## src/rtl/condicionador_botoes_pkg.sv

```systemverilog
// -----------------------------------------------------------------------------
// pkg_botoes
//
// Shared definitions for the pushbutton conditioner:
//   - NUM_BOTOES     : number of panel buttons handled in parallel
//   - estado_t       : selection FSM state encoding
//   - indice_menor() : index of the lowest set bit of an 8-bit vector
// -----------------------------------------------------------------------------
package pkg_botoes;

    localparam int unsigned NUM_BOTOES = 8;

    typedef enum logic [0:0] {
        OCIOSO        = 1'b0,
        ESPERA_SOLTAR = 1'b1
    } estado_t;

    // Lowest set bit wins. Scanning from the top means the final write is
    // the lowest index. Returns 0 for an all-zero vector; callers check for
    // that case themselves.
    function automatic logic [2:0] indice_menor(input logic [NUM_BOTOES-1:0] vetor);
        logic [2:0] indice;
        indice = 3'd0;
        for (int i = NUM_BOTOES - 1; i >= 0; i--) begin
            if (vetor[i]) begin
                indice = 3'(i);
            end
        end
        return indice;
    endfunction

endpackage

```

## src/rtl/condicionador_botoes_debouncer.sv

```systemverilog
// -----------------------------------------------------------------------------
// debouncer_bit
//
// Synchronizes and debounces one raw button level.
//
// Ports:
//   clock   : system clock
//   reset   : synchronous, active-high reset
//   bruto   : raw asynchronous level (already polarity-corrected)
//   estavel : debounced level; changes only after DEBOUNCE_CICLOS
//             consecutive cycles of disagreement with the synchronized input
// -----------------------------------------------------------------------------
module debouncer_bit #(
    parameter int unsigned DEBOUNCE_CICLOS = 50000
) (
    input  logic clock,
    input  logic reset,
    input  logic bruto,
    output logic estavel
);

    localparam int unsigned LARGURA = $clog2(DEBOUNCE_CICLOS);
    localparam logic [LARGURA-1:0] CONTA_FINAL = LARGURA'(DEBOUNCE_CICLOS - 1);

    logic               sinc1;
    logic               sinc2;
    logic               estavel_q;
    logic               estavel_d;
    logic [LARGURA-1:0] contador_q;
    logic [LARGURA-1:0] contador_d;

    // Two-flop synchronizer for the asynchronous pin level.
    always_ff @(posedge clock) begin
        if (reset) begin
            sinc1 <= 1'b0;
            sinc2 <= 1'b0;
        end else begin
            sinc1 <= bruto;
            sinc2 <= sinc1;
        end
    end

    // The counter measures how long sinc2 has disagreed with estavel. Any
    // agreement restarts it, so only an uninterrupted run of
    // DEBOUNCE_CICLOS differing cycles flips the stable value.
    always_comb begin
        estavel_d  = estavel_q;
        contador_d = '0;
        if (sinc2 != estavel_q) begin
            if (contador_q == CONTA_FINAL) begin
                estavel_d  = sinc2;
                contador_d = '0;
            end else begin
                contador_d = contador_q + LARGURA'(1);
            end
        end
    end

    always_ff @(posedge clock) begin
        if (reset) begin
            estavel_q  <= 1'b0;
            contador_q <= '0;
        end else begin
            estavel_q  <= estavel_d;
            contador_q <= contador_d;
        end
    end

    assign estavel = estavel_q;

endmodule

```

## src/rtl/condicionador_botoes.sv

```systemverilog
// -----------------------------------------------------------------------------
// condicionador_botoes
//
// Turns the raw panel pushbuttons into clean one-cycle, one-hot press events
// for the memory-game data path.
//
// Ports:
//   clock         : system clock, single domain
//   reset         : synchronous, active-high reset
//   botoes_brutos : raw asynchronous button levels
//   botoes        : one-hot pulse (one cycle) per accepted press, else zero
//   pressionado   : high while an accepted press is still held
//   db_botao      : index of the last accepted button (debug)
// -----------------------------------------------------------------------------
module condicionador_botoes
    import pkg_botoes::*;
#(
    parameter int unsigned DEBOUNCE_CICLOS = 50000,
    parameter bit          ATIVO_BAIXO     = 1'b0
) (
    input  logic                  clock,
    input  logic                  reset,
    input  logic [NUM_BOTOES-1:0] botoes_brutos,
    output logic [NUM_BOTOES-1:0] botoes,
    output logic                  pressionado,
    output logic [2:0]            db_botao
);

    logic [NUM_BOTOES-1:0] entrada;
    logic [NUM_BOTOES-1:0] estavel;

    estado_t               estado_q;
    estado_t               estado_d;
    logic [NUM_BOTOES-1:0] botoes_q;
    logic [NUM_BOTOES-1:0] botoes_d;
    logic [2:0]            db_botao_q;
    logic [2:0]            db_botao_d;
    logic [2:0]            indice;

    // Polarity correction: XOR with the parameter inverts every bit in
    // active-low mode, so downstream logic always sees pressed = 1.
    assign entrada = botoes_brutos ^ {NUM_BOTOES{ATIVO_BAIXO}};

    for (genvar g = 0; g < NUM_BOTOES; g++) begin : g_debounce
        debouncer_bit #(
            .DEBOUNCE_CICLOS(DEBOUNCE_CICLOS)
        ) u_debouncer_bit (
            .clock  (clock),
            .reset  (reset),
            .bruto  (entrada[g]),
            .estavel(estavel[g])
        );
    end

    assign indice = indice_menor(estavel);

    // Selection FSM: accept one button, then ignore everything until all
    // buttons are released. A button still held on return to OCIOSO is taken
    // as a new press on the following cycle.
    always_comb begin
        estado_d   = estado_q;
        botoes_d   = '0;
        db_botao_d = db_botao_q;
        unique case (estado_q)
            OCIOSO: begin
                if (|estavel) begin
                    botoes_d   = NUM_BOTOES'(1) << indice;
                    db_botao_d = indice;
                    estado_d   = ESPERA_SOLTAR;
                end
            end
            ESPERA_SOLTAR: begin
                if (estavel == '0) begin
                    estado_d = OCIOSO;
                end
            end
            default: begin
                estado_d = OCIOSO;
            end
        endcase
    end

    always_ff @(posedge clock) begin
        if (reset) begin
            estado_q   <= OCIOSO;
            botoes_q   <= '0;
            db_botao_q <= 3'd0;
        end else begin
            estado_q   <= estado_d;
            botoes_q   <= botoes_d;
            db_botao_q <= db_botao_d;
        end
    end

    // All outputs come straight from flops.
    assign botoes      = botoes_q;
    assign pressionado = (estado_q == ESPERA_SOLTAR);
    assign db_botao    = db_botao_q;

endmodule
```

## config.mk

```make
export PLATFORM = sky130hd
export DESIGN_NAME = condicionador_botoes
export DESIGN_NICKNAME = d
export VERILOG_FILES = /design/src/rtl/condicionador_botoes_pkg.sv /design/src/rtl/condicionador_botoes_debouncer.sv /design/src/rtl/condicionador_botoes.sv
export SDC_FILE = /design/constraint.sdc
export NUM_CORES = 1
export LEC_CHECK = 0
export CELL_PAD_IN_SITES_DETAIL_PLACEMENT = 0
export CELL_PAD_IN_SITES_GLOBAL_PLACEMENT = 1
export CORE_MARGIN = 2
export CORE_UTILIZATION = 47
export DETAILED_ROUTE_END_ITERATION = 8
export PLACE_DENSITY = 0.81
export SETUP_SLACK_MARGIN = 0.05
export SLEW_MARGIN = 20
export SYNTH_ARGS = -nofsm -noshare
export SYNTH_HDL_FRONTEND = slang
export SYNTH_SLANG_ARGS = --single-unit
```

## constraint.sdc

```tcl
create_clock -name clock -period 2.16 [get_ports clock]
set_clock_uncertainty 0.1 [all_clocks]
set_input_delay 0.324 -clock clock [delete_from_list [all_inputs] [get_ports clock]]
set_output_delay 0.324 -clock clock [all_outputs]
set_load 0.02 [all_outputs]
```

==> flow_summary_export.csv, run 1 <==
group,metric,value,unit
status,status,"finished, final reports clean",
timing,setup_violations,0,
cts,ctsResizeCount,0,
cts,cts_max_level,4,
die,num_rows,44,
timing,rsz0062_at_grt,"false",
timing,slew-limit-headroom,55.4,%
cts,cts_hold_buf,0,
critical_path,critPathLaunchType,"flip-flop",
yosys,syn_avg_cell_area,8.89,um^2
die,initial_utilization,47.6,%
yosys,ys_types,45,
finish,area_delta_synth_final,15.2,%
cts,clkLatencyLatePin,0.42,ns
timing,hold_violations,0,
timing,finalCriticalPeriod,2.00,ns
timing,holdWs,0.278,ns
detailed_routing,postRouteAntennaNets,0,
cts,root_buffer,"clkbuf_16",
power_and_ir_drop,power,6.06,mW
critical_path,worstPathRequired,2.37,ns
cts,cts_buffer_depth,2,
cts,cts.sinks,164,
min_path,worst_hold_path_type,"in -> reg",
detailed_routing,drtPass1Iterations,4,
detailed_routing,num_vias,5230,
finish,antennaDiodeCount,0,
yosys,yosys_register_bits,164,
finish,design_area,7910,um^2
critical_path,path_max_fanout,16,
cts,cts_setup_buffers,0,
die,dieWidth,125,um
yosys,synth_top_cell_by_area,"dfxtp_1",
place,dpl-instance-area,7330,um^2
die,dieHeight,125,um
detailed_routing,avgViaCountPerCell,5.20,
power_and_ir_drop,p_per_area,766,nW/um^2
cts,cts_tree,"yes",
cts,clk_pin_slew,0.07,ns
timing,setup_tns,0,ns
cts,cts-buffers-inserted,17,
finish,fin_nets,826,
global_routing,grt_pass1_wl,22.5,mm
critical_path,critical_path_class,"reg -> reg",
place,port_buffers,21,
die,coreArea,14400,um^2
die,die_area,15600,um^2
yosys,yosysSeqAreaShare,47.8,%
yosys,synth-async-reset-ratio,0,%
finish,drive_gt1_share,6.09,%
yosys,yosys_warnings,0,
global_routing,gr-total-overflow,0,
global_routing,antenna_found_initial,0,
critical_path,end_kind,"flip-flop",
detailed_routing,drc,0,
finish,final_util,54.8,%
power_and_ir_drop,ir_drop,0.627,mV
place,routabilityCongestion,0.783,
timing,fmax,500,MHz
finish,final_cell_mix,"dfxtp_1 (164), nor2_1 (155), xnor2_1 (103)",
critical_path,worstPathArrival,2.21,ns
yosys,synth_top_area_share,47.8,%
timing,setup_ws,0.160,ns
die,pin_count,22,
detailed_routing,post_drt_wl_per_cell,12.8,um
place,post-place-ws,0.178,ns
yosys,synth_edf_count,0,
yosys,yosys-top-cells-area,"dfxtp_1 (48%), xnor2_1 (13%), nor2_1 (8.5%)",
yosys,syn_nets,790,
global_routing,grt_max_degree,30,
finish,stdcell_count,1005,
detailed_routing,drt_iter0_markers,280,
timing,fin_crit_sh,92.6,%
yosys,synthCells,772,
global_routing,grt_pass1_vias,5078,
finish,final_common_cell,"dfxtp_1",
timing,slew_violations,0,
yosys,synth_flop_cell,"dfxtp_1",
place,dp.cells,973,
power_and_ir_drop,leakage,2.36,nW
timing,worst_pin_slew,0.652,ns
detailed_routing,totalWireLength,12.8,mm
global_routing,grt_use_total,17.4,%
yosys,netlist_area,6860,um^2
place,hpwl,9.07,mm
job,maxCapViolCount,0,
==> state kept, by name, summed over array words and instances, names as in the netlist <==
name                                   count
botoes                                     8
db_botao                                   3
g_debounce.u_debouncer_bit.contador_q    128
g_debounce.u_debouncer_bit.estavel         8
g_debounce.u_debouncer_bit.sinc1           8
g_debounce.u_debouncer_bit.sinc2           8
pressionado                                1
==> final timing paths <==
path	start	end	slack [ns]	depth (start not counted)
setup reg to reg	g_debounce[7].u_debouncer_bit.contador_q[11]$_SDFF_PP0_	g_debounce[7].u_debouncer_bit.contador_q[2]$_SDFF_PP0_	0.16	5
hold reg to reg	g_debounce[2].u_debouncer_bit.sinc1$_SDFF_PP0_	g_debounce[2].u_debouncer_bit.sinc2$_SDFF_PP0_	0.33	1
setup / recovery	g_debounce[7].u_debouncer_bit.contador_q[11]$_SDFF_PP0_	g_debounce[7].u_debouncer_bit.contador_q[2]$_SDFF_PP0_	0.16	5
hold / removal	reset	g_debounce[2].u_debouncer_bit.sinc2$_SDFF_PP0_	0.28	2
==> routing by layer <==
layer	part of all wire [%]	GRT usage (%)	vias up
li1	-	-	2729
met1	47	21.6	2403
met2	48	28.6	84
met3	3.5	4.85	14
met4	1.4	6.80	0
met5	0	0	-
==> logic make-up after synthesis <==
| group | count (synthesis) | synth area share [%] |
|---|---|---|
| AOI/OAI and AO/OA | 23 | 2.08 |
| xor gates and xnor gates | 117 | 14.9 |
| adders and majority gates | 8 | 1.46 |
| buffers and inverters | 48 | 2.83 |
| DFF | 164 | 47.8 |
| muxes | 6 | 0.875 |
| and+or+nand+nor | 406 | 30.0 |
==> Yosys cell counts, drive strengths merged, types with 2 or more instances <==
library cell,instances
dfxtp,164
nor2,155
xnor2,103
nor4,43
nand3,42
nand4,35
nand2,33
inv,31
nor3,30
nor2b,17
xor2,14
clkbuf,13
o21ai,10
a21oi,9
and3,9
ha,8
nand2b,7
nor4bb,7
mux2i,6
or3,6
buf,4
nor4b,4
or4,4
and4,2
nand3b,2
nand4b,2
nor3b,2
or2,2
==> critical path, stage by stage, from the launching register on <==
cell	delay, ns
dfxtp_1	0.34
or4_1	0.52
or4_4	0.56
o21ai_4	0.17
buf_12	0.15
nor2_1	0.05
==> where the power goes <==
group / total (mW) / switching, mW / internal [mW] / leakage [nW]
Sequential: 3.05 / 0.0101 / 3.04 / 1.32
Clock: 2.93 / 1.19 / 1.73 / 0.284
Combinational: 0.0800 / 0.0432 / 0.0368 / 0.751
Total: 6.06 / 1.25 / 4.81 / 2.36
==> area by class of cell <==
class / count / area (um^2)
inverter: 31 / 116
sequential: 164 / 3280
multi-input combinational: 560 / 3380
timing repair buffer: 34 / 315
fill: 1336 / 6520
tap: 184 / 230
clock inverter: 12 / 131
clock buffer: 20 / 447
Power figures use the tool's default switching activity.
==> inputs of run 2 (changes only) <==
--- a/config.mk
+++ b/config.mk
@@ -7,8 +7,9 @@
 export LEC_CHECK = 0
 export CELL_PAD_IN_SITES_DETAIL_PLACEMENT = 0
 export CELL_PAD_IN_SITES_GLOBAL_PLACEMENT = 1
-export CORE_MARGIN = 2
+export CORE_MARGIN = 1
 export CORE_UTILIZATION = 47
+export CTS_CLUSTER_SIZE = 16
 export DETAILED_ROUTE_END_ITERATION = 8
 export PLACE_DENSITY = 0.81
 export SETUP_SLACK_MARGIN = 0.05
==> run 2 against run 1 <==
Compared with the run above: utilization increased by 1.8 points; clock power increased by 8.5%; clock-buffer cell count increased by 2; wire length increased by 1.3%; fmax increased by 0.12%; hold slack improved by 0.0012 ns.
==> flow_summary_export.csv, run 2 (synthesis gave the netlist of run 1 again) <==
group,metric,value,unit
finish,final_cell_mix,"dfxtp_1 (164), nor2_1 (155), xnor2_1 (103)",
critical_path,r2r_slack,0.16,ns
power_and_ir_drop,p_per_area,794,nW/um^2
cts,cts_max_level,4,
detailed_routing,drc,0,
timing,setup_ws,0.162,ns
timing,holdWs,0.279,ns
critical_path,critPathLaunchType,"flip-flop",
die,dieWidth,123,um
global_routing,antenna_found_initial,0,
finish,drive_gt1_share,6.09,%
finish,final_util,56.7,%
timing,fmax,500,MHz
cts,ctsResizeCount,0,
timing,slew-limit-headroom,61.0,%
place,dp.cells,970,
place,port_buffers,21,
place,hpwl,9.03,mm
critical_path,worstPathArrival,2.22,ns
detailed_routing,drtPass1Iterations,4,
die,num_rows,43,
global_routing,grt_pass1_wl,21.9,mm
detailed_routing,avgViaCountPerCell,5.28,
detailed_routing,totalWireLength,13.0,mm
finish,fin_nets,827,
cts,clk_pin_slew,0.06,ns
finish,area_delta_synth_final,16.0,%
timing,setup_tns,0,ns
finish,antennaDiodeCount,0,
cts,cts_setup_buffers,0,
place,routabilityCongestion,0.811,
detailed_routing,postRouteAntennaNets,0,
job,maxCapViolCount,0,
cts,cts.sinks,164,
cts,clkLatencyLatePin,0.43,ns
finish,stdcell_count,1001,
die,pin_count,22,
cts,cts_hold_buf,0,
finish,design_area,7960,um^2
timing,fin_crit_sh,92.5,%
global_routing,gr-total-overflow,0,
global_routing,grt_use_total,18.5,%
finish,final_common_cell,"dfxtp_1",
power_and_ir_drop,leakage,2.39,nW
critical_path,worstPathRequired,2.38,ns
min_path,worst_hold_path_type,"in -> reg",
timing,worst_pin_slew,0.570,ns
cts,root_buffer,"clkbuf_16",
critical_path,rr_startpoint,"g_debounce[7].u_debouncer_bit.contador_q[11]$_SDFF_PP0_",
status,status,"finished, final reports clean",
place,dpl-instance-area,7330,um^2
critical_path,path_max_fanout,16,
global_routing,grt_max_degree,28,
global_routing,grt_pass1_vias,4868,
die,initial_utilization,48.9,%
timing,hold_violations,0,
timing,setup_violations,0,
detailed_routing,drt_iter0_markers,237,
critical_path,end_kind,"flip-flop",
min_path,min_delay_path_depth,2,
cts,cts_tree,"yes",
power_and_ir_drop,ir_drop,0.601,mV
min_path,hold_start,"reset",
timing,slew_violations,0,
critical_path,critical_path_class,"reg -> reg",
detailed_routing,post_drt_wl_per_cell,13.0,um
timing,finalCriticalPeriod,2.00,ns
detailed_routing,num_vias,5285,
finish,top_register,"g_debounce.u_debouncer_bit.contador_q",
finish,largest_register_ffs,128,
cts,cts_buffer_depth,2,
critical_path,reg2regPathDepth,5,
finish,fillers,1249,
place,post-place-ws,0.160,ns
die,dieHeight,123,um
critical_path,r2r_end,"g_debounce[7].u_debouncer_bit.contador_q[2]$_SDFF_PP0_",
cts,cts-buffers-inserted,17,
die,die_area,15100,um^2
die,coreArea,14000,um^2
min_path,whs_endpoint,"g_debounce[3].u_debouncer_bit.estavel$_SDFFE_PP0P_",
power_and_ir_drop,power,6.32,mW
timing,rsz0062_at_grt,"false",
[run 2: how the worst max path moves through the flow]
stage	start	endpoint	slack [ns]	cells past startpoint
final	g_debounce[7].u_debouncer_bit.contador_q[11]$_SDFF_PP0_	g_debounce[7].u_debouncer_bit.contador_q[2]$_SDFF_PP0_	0.16	5
after floorplan	g_debounce[5].u_debouncer_bit.contador_q[0]$_SDFF_PP0_	g_debounce[5].u_debouncer_bit.contador_q[10]$_SDFF_PP0_	0.18	6
after global routing	g_debounce[7].u_debouncer_bit.contador_q[11]$_SDFF_PP0_	g_debounce[7].u_debouncer_bit.contador_q[15]$_SDFF_PP0_	0.09	5
after CTS	g_debounce[7].u_debouncer_bit.contador_q[11]$_SDFF_PP0_	g_debounce[7].u_debouncer_bit.contador_q[8]$_SDFF_PP0_	0.15	5
after global placement	g_debounce[7].u_debouncer_bit.contador_q[11]$_SDFF_PP0_	g_debounce[7].u_debouncer_bit.contador_q[12]$_SDFF_PP0_	0.20	5
after detailed placement	g_debounce[7].u_debouncer_bit.contador_q[11]$_SDFF_PP0_	g_debounce[7].u_debouncer_bit.contador_q[8]$_SDFF_PP0_	0.16	5
[run 2: final cells by class]
type / instances / area [um^2] / share of cell area [%]
inverters: 31 / 116 / 1.46
flip-flops and latches: 164 / 3280 / 41.3
well taps: 180 / 225 / 2.83
clock inverters: 9 / 151 / 1.90
repair buffers: 35 / 323 / 4.06
multi-input cells: 560 / 3380 / 42.5
clock buffers: 22 / 474 / 5.96
[run 2: per-layer routing]
| layer | GRT usage [%] | share of wire (%) | vias to the layer above |
|---|---|---|---|
| li1 | - | - | 2721 |
| met1 | 23.1 | 48 | 2466 |
| met2 | 30.0 | 47 | 78 |
| met3 | 4.88 | 3.0 | 20 |
| met4 | 7.62 | 1.7 | 0 |
| met5 | 0 | 0 | - |
[run 2: worst max-delay path, stage by stage (launching register included)]
cell and delay [ns]:
dfxtp_1 0.34, or4_1 0.53, or4_4 0.55, o21ai_4 0.16, buf_12 0.15, nor2_1 0.06
[run 2: report_power, final]
group          internal, mW  switching, mW  leakage [nW]
registers              3.04        0.00979          1.32
clock network          2.02           1.17         0.306
logic                0.0386         0.0448         0.755
total                  5.10           1.22          2.39
